**config.mk**
```make
export PLATFORM = sky130hd
export DESIGN_NAME = jtframe_sdram_resp
export DESIGN_NICKNAME = d
export VERILOG_FILES = /design/src/rtl/jtframe_sdram_resp.sv
export SDC_FILE = /design/constraint.sdc
export NUM_CORES = 1
export LEC_CHECK = 0
export CORE_MARGIN = 2
export CORE_UTILIZATION = 40
export CTS_CLUSTER_SIZE = 10
export DETAILED_ROUTE_END_ITERATION = 7
export GPL_TIMING_DRIVEN = 0
export PLACE_DENSITY = 0.76
export SLEW_MARGIN = 40
export SYNTH_ARGS = -nofsm -noshare
export SYNTH_HDL_FRONTEND = slang
export SYNTH_SLANG_ARGS = --single-unit
```
**constraint.sdc**
```tcl
create_clock -name clk -period 4.4 [get_ports clk]
set_input_delay 1.1 -clock clk [delete_from_list [all_inputs] [get_ports clk]]
set_output_delay 1.1 -clock clk [all_outputs]
set_load 0.05 [all_outputs]
```
**src/rtl/jtframe_sdram_resp.sv**
```systemverilog
// Two-slot SDRAM request arbiter/sequencer: grants one requester, issues a command and
// collects a two-beat read or a write ack. `JTFRAME_SDRAM_RESP_FIXPRIO_EN selects fixed priority.
module jtframe_sdram_resp #(
  parameter int unsigned TOUT = 1023
) (
  input  logic        clk,
  input  logic        rst,
  input  logic        slot0_req_i,
  input  logic        slot0_rnw_i,
  input  logic [21:0] slot0_addr_i,
  input  logic [15:0] slot0_wrdata_i,
  output logic        slot0_we_o,
  output logic [31:0] slot0_din_o,
  output logic        slot0_din_ok_o,
  input  logic        slot1_req_i,
  input  logic        slot1_rnw_i,
  input  logic [21:0] slot1_addr_i,
  input  logic [15:0] slot1_wrdata_i,
  output logic        slot1_we_o,
  output logic [31:0] slot1_din_o,
  output logic        slot1_din_ok_o,
  output logic        mem_req_o,
  output logic        mem_rnw_o,
  output logic [21:0] mem_addr_o,
  output logic [15:0] mem_wdata_o,
  input  logic        mem_ack_i,
  input  logic        mem_rdy_i,
  input  logic [15:0] mem_rdata_i
);

  localparam int unsigned WdW = $clog2(TOUT + 1);

  typedef enum logic [2:0] {StIdle, StCmd, StBeat0, StBeat1, StDone} state_e;

  state_e        state_q, state_d;
  logic          slot_q, slot_d;
  logic          rnw_q, rnw_d;
  logic [21:0]   addr_q, addr_d;
  logic [15:0]   wdata_q, wdata_d;
  logic [15:0]   lo_q, lo_d;
  logic [31:0]   din0_q, din0_d, din1_q, din1_d;
  logic [WdW-1:0] wd_q, wd_d;
  logic          post_done_q;
  logic          elig0, elig1, gnt;
  logic          timeout;
  logic          rd_done;
  logic [31:0]   rd_data;

  // wd_q counts completed active cycles, so the forced DONE lands TOUT cycles after grant
  assign timeout = (wd_q == WdW'(TOUT - 2));

  always_comb begin
`ifdef JTFRAME_SDRAM_RESP_FIXPRIO_EN
    // First IDLE cycle after DONE grants nobody, so slot0 keeps winning while it requests
    elig0 = slot0_req_i & ~post_done_q;
    elig1 = slot1_req_i & ~post_done_q;
    gnt   = ~elig0;
`else
    elig0 = slot0_req_i & ~(post_done_q & ~slot_q);
    elig1 = slot1_req_i & ~(post_done_q & slot_q);
    gnt   = (elig0 & elig1) ? ~slot_q : elig1;
`endif
  end

  always_comb begin
    state_d = state_q;
    slot_d  = slot_q;
    rnw_d   = rnw_q;
    addr_d  = addr_q;
    wdata_d = wdata_q;
    lo_d    = lo_q;
    din0_d  = din0_q;
    din1_d  = din1_q;
    wd_d    = wd_q;
    rd_done = 1'b0;
    rd_data = 32'h0;
    unique case (state_q)
      StIdle: begin
        if (elig0 | elig1) begin
          slot_d  = gnt;
          rnw_d   = gnt ? slot1_rnw_i : slot0_rnw_i;
          addr_d  = gnt ? slot1_addr_i : slot0_addr_i;
          wdata_d = gnt ? slot1_wrdata_i : slot0_wrdata_i;
          wd_d    = '0;
          state_d = StCmd;
        end
      end
      StCmd: begin
        wd_d = wd_q + WdW'(1);
        if (timeout) begin
          rd_done = rnw_q;
          rd_data = 32'hFFFF_FFFF;
          state_d = StDone;
        end else if (mem_ack_i) begin
          state_d = rnw_q ? StBeat0 : StDone;
        end
      end
      StBeat0: begin
        wd_d = wd_q + WdW'(1);
        if (timeout) begin
          rd_done = 1'b1;
          rd_data = 32'hFFFF_FFFF;
          state_d = StDone;
        end else if (mem_rdy_i) begin
          lo_d    = mem_rdata_i;
          state_d = StBeat1;
        end
      end
      StBeat1: begin
        wd_d = wd_q + WdW'(1);
        if (timeout) begin
          rd_done = 1'b1;
          rd_data = 32'hFFFF_FFFF;
          state_d = StDone;
        end else if (mem_rdy_i) begin
          rd_done = 1'b1;
          rd_data = {mem_rdata_i, lo_q};
          state_d = StDone;
        end
      end
      StDone:  state_d = StIdle;
      default: state_d = StIdle;
    endcase
    // din only changes on entry to DONE so it stays stable until the next read completes
    if (rd_done) begin
      if (slot_q) din1_d = rd_data;
      else        din0_d = rd_data;
    end
  end

  always_ff @(posedge clk or posedge rst) begin
    if (rst) begin
      state_q     <= StIdle;
      slot_q      <= 1'b1;
      rnw_q       <= 1'b1;
      addr_q      <= 22'h0;
      wdata_q     <= 16'h0;
      lo_q        <= 16'h0;
      din0_q      <= 32'h0;
      din1_q      <= 32'h0;
      wd_q        <= '0;
      post_done_q <= 1'b0;
    end else begin
      state_q     <= state_d;
      slot_q      <= slot_d;
      rnw_q       <= rnw_d;
      addr_q      <= addr_d;
      wdata_q     <= wdata_d;
      lo_q        <= lo_d;
      din0_q      <= din0_d;
      din1_q      <= din1_d;
      wd_q        <= wd_d;
      post_done_q <= (state_q == StDone);
    end
  end

  assign slot0_we_o     = (state_q != StIdle) & ~slot_q;
  assign slot1_we_o     = (state_q != StIdle) & slot_q;
  assign slot0_din_ok_o = (state_q == StDone) & ~slot_q;
  assign slot1_din_ok_o = (state_q == StDone) & slot_q;
  assign slot0_din_o    = din0_q;
  assign slot1_din_o    = din1_q;
  assign mem_req_o      = (state_q == StCmd);
  assign mem_rnw_o      = rnw_q;
  assign mem_addr_o     = addr_q;
  assign mem_wdata_o    = wdata_q;

endmodule

```
==> metrics.cfg <==
[worst_setup_path]
rrSetupSlack_ns = 2.24
rr_worst_depth = 6
start_kind = flip-flop
cp-end-kind = output port
timing.rr.end = lo_q[9]$_DFFE_PP0P_
reg2reg_from = wd_q[0]$_DFFE_PP0P_
arrival_ns = 2.36
path_max_fanout = 10
crit_required_ns = 3.30
worstSetupPathType = reg -> out

[synthesis]
async_reset_ff_frac = 1.00
syn_inst = 453
synth_edf_count = 0
syn_area_um2 = 5550
ys_types = 41
synthesis.nets = 555
synth_flop_cell = dfrtp_1
synth_area_per_cell_um2 = 12.2
yosysWarningCount = 0
ys_ff_latch = 134
ys_seq_area_frac = 0.605

[route]
firstDrtPassIters = 4
wl_met2_mm = 7.39
met3_length_mm = 1.41
via_count = 4538
dr.first_iter.drc_count = 290
avgViaCountPerCell = 5.17
post_drt_wl_per_cell_um = 17.3
drcViolationCount = 0
finalWirelength_mm = 15.2
dr.max_layer_used = met4
ant_nets = 0
wl_met1_mm = 6.19

[global_routing]
grt_pass1_vias = 4694
grt_use_total = 0.214
grt_pass1_wl_mm = 24.1
grt_overflow = 0
antenna_found_initial = 0
grt_max_degree = 29

[worst_hold_path]
whs_endpoint = mem_wdata_o[4]$_DFFE_PP0P_
hold_path_class = reg -> reg
whs_path_depth = 2
min_from = mem_wdata_o[4]$_DFFE_PP0P_

[clock_network]
cts_made_buffers = 17
clk_pin_slew_ns = 0.06
clock_latency_ns = 0.41
clockBufferDepth = 2
cts_root_buf = clkbuf_16
cts_tree = done
h-tree-depth = 4
cts_sinks = 134
cts_resized = 0
cts_setup_buffers = 0
hold_buffers = 0

[timing]
worst_pin_slew_ns = 0.696
max_slew_margin = 0.536
post-route-period-util = 0.786
period_minus_slack_ns = 3.46
fin_skew_ns = 0.00914
hold_viol_final = 0
final_max_slew_viol_count = 0
rsz0062_at_grt = false
setup_violations = 0
fmax_mhz = 289
fin_ws_ns = 0.941
hold_ws_ns = 0.476
fin_tns_setup_ns = 0

[pwr]
ir_drop_uv = 419
pwr-share-seq = 0.292
p_comb_frac = 0.514
power.density_nw_per_um2 = 858
p_leak_nw = 3.80
clock_power_share = 0.194
p_int_mw = 4.08
power.switching_mw = 3.31
swShare = 0.448

[layout]
antenna_cells = 0
final_net_count = 787
areaGrowthSynthToFinish_pct = 55.1
final_cells = 878
nFillCells = 1123
drive_gt1_frac = 0.125

[floorplan]
die-area_um2 = 14800
num_rows = 43
core_area_um2 = 13700
die_h_um = 122
io_pins = 208
die_x_um = 122
initial_core_util = 0.404

[placed_design]
post-place-cells = 846
numPortBuffers = 207
post-place-ws_ns = 1.26
hpwl_mm = 11.6
gp_congestion = 0.832

[outcome]
status = complete, no violations

[run]
drv_cap = 0

## synth_stat cells, types with 2 or more instances
| library cell | instances | area (µm²) |
|---|---|---|
| and2_1 | 3 | 18.8 |
| and3_1 | 3 | 18.8 |
| mux2_1 | 3 | 33.8 |
| ha_1 | 2 | 25.0 |
| buf_2 | 18 | 90.1 |
| mux2_2 | 13 | 146 |
| dfstp_2 | 2 | 52.6 |
| buf_4 | 8 | 60.1 |
| nor3_1 | 2 | 10.0 |
| o31ai_1 | 2 | 15.0 |
| nand3_1 | 10 | 50.1 |
| or3_1 | 2 | 12.5 |
| a21oi_1 | 4 | 20.0 |
| nor2_2 | 2 | 12.5 |
| mux2i_1 | 40 | 400 |
| o211ai_1 | 2 | 15.0 |
| o22a_1 | 64 | 561 |
| inv_1 | 5 | 18.8 |
| dfrtp_1 | 132 | 3300 |
| nor2_1 | 11 | 41.3 |
| nand4_1 | 2 | 12.5 |
| nand2b_1 | 3 | 18.8 |
| clkbuf_1 | 5 | 18.8 |
| nand2_1 | 51 | 191 |
| o21ai_0 | 48 | 240 |
## cell type report
class	instances	area, µm²	share of cell area
clock buffers	23	498	0.0579
flip-flops and latches	134	3360	0.390
clock inverters	9	114	0.0132
plain buffers	31	169	0.0196
repair buffers	213	2210	0.257
well taps	180	225	0.0262
multi-input cells	283	2000	0.233
inverters	5	22.5	0.00262
## cells by family after synthesis
logic type	Yosys count	synth area share
flops	134	0.605
compound gates	129	0.168
simple gates	95	0.0821
mux	56	0.105
buf+inv	36	0.0338
fa+ha+maj	2	0.00451
xor+xnor	1	0.00158
## power groups by stage
stage / registers [mW] / clock network, mW / logic (mW)
final: 2.16 / 1.43 / 3.79
after global routing: 2.22 / 1.52 / 4.00
after CTS: 2.16 / 1.46 / 3.83
after detailed placement: 2.17 / 0 / 3.82
after global placement: 2.15 / 0 / 3.74
after floorplan: 3.63 / 0 / 0.987
## stage by stage
stage / util / area (µm²) / power, mW
finish: 0.627 / 8600 / 7.38
global route: 0.627 / 8600 / 7.75
CTS: 0.627 / 8600 / 7.45
detailed placement: 0.582 / 7990 / 5.99
global placement: 0.572 / 7850 / 5.89
floorplan: - / 5550 / 4.62
## worst max-delay path by stage
stage,start,to,slack (ns),cells past startpoint
floorplan,rst,lo_q[0]$_DFFE_PP0P_,1.64,1
global placement,rst,slot0_din_o[31]$_DFFE_PP0P_,0.53,2
detailed placement,mem_rdy_i,lo_q[5]$_DFFE_PP0P_,1.26,5
CTS,state_q[0]$_DFFE_PP0P_,slot0_din_ok_o,0.92,4
global route,state_q[0]$_DFFE_PP0P_,slot1_din_ok_o,0.82,4
finish,state_q[0]$_DFFE_PP0P_,slot1_din_ok_o,0.94,4
## placed cells by master (no fill, tap or decap), drive strengths merged, types with 3 or more instances in the layout
cell	instances
a21oi	4
and2	3
and3	3
buf	32
clkbuf	28
clkdlybuf4s50	207
clkinv	4
dfrtp	132
inv	7
mux2	16
mux2i	40
nand2	51
nand2b	4
nand3	11
nor2	13
nor3	3
o21ai	49
o22a	64
## flip-flops by register name, summed over array words and instances (netlist names)
| signal | count |
|---|---|
| slot_q | 1 |
| slot0_din_o | 32 |
| mem_wdata_o | 16 |
| post_done_q | 1 |
| wd_q | 10 |
| mem_rnw_o | 1 |
| slot1_din_o | 32 |
| mem_addr_o | 22 |
| lo_q | 16 |
| state_q | 3 |
## routing by layer
| layer | vias to the layer above | track usage |
|---|---|---|
| met3 | 14 | 0.0875 |
| met5 | - | 0 |
| met4 | 0 | 0.0704 |
| met2 | 193 | 0.358 |
| met1 | 2216 | 0.249 |
| li1 | 2115 | - |
## critical path, cell delays in order (launching register included)
cell	delay [ns]
dfrtp_1	0.37
buf_2	0.19
nor2_1	0.31
and3_1	0.21
clkdlybuf4s50_1	0.86
Power figures use the tool's default switching activity.
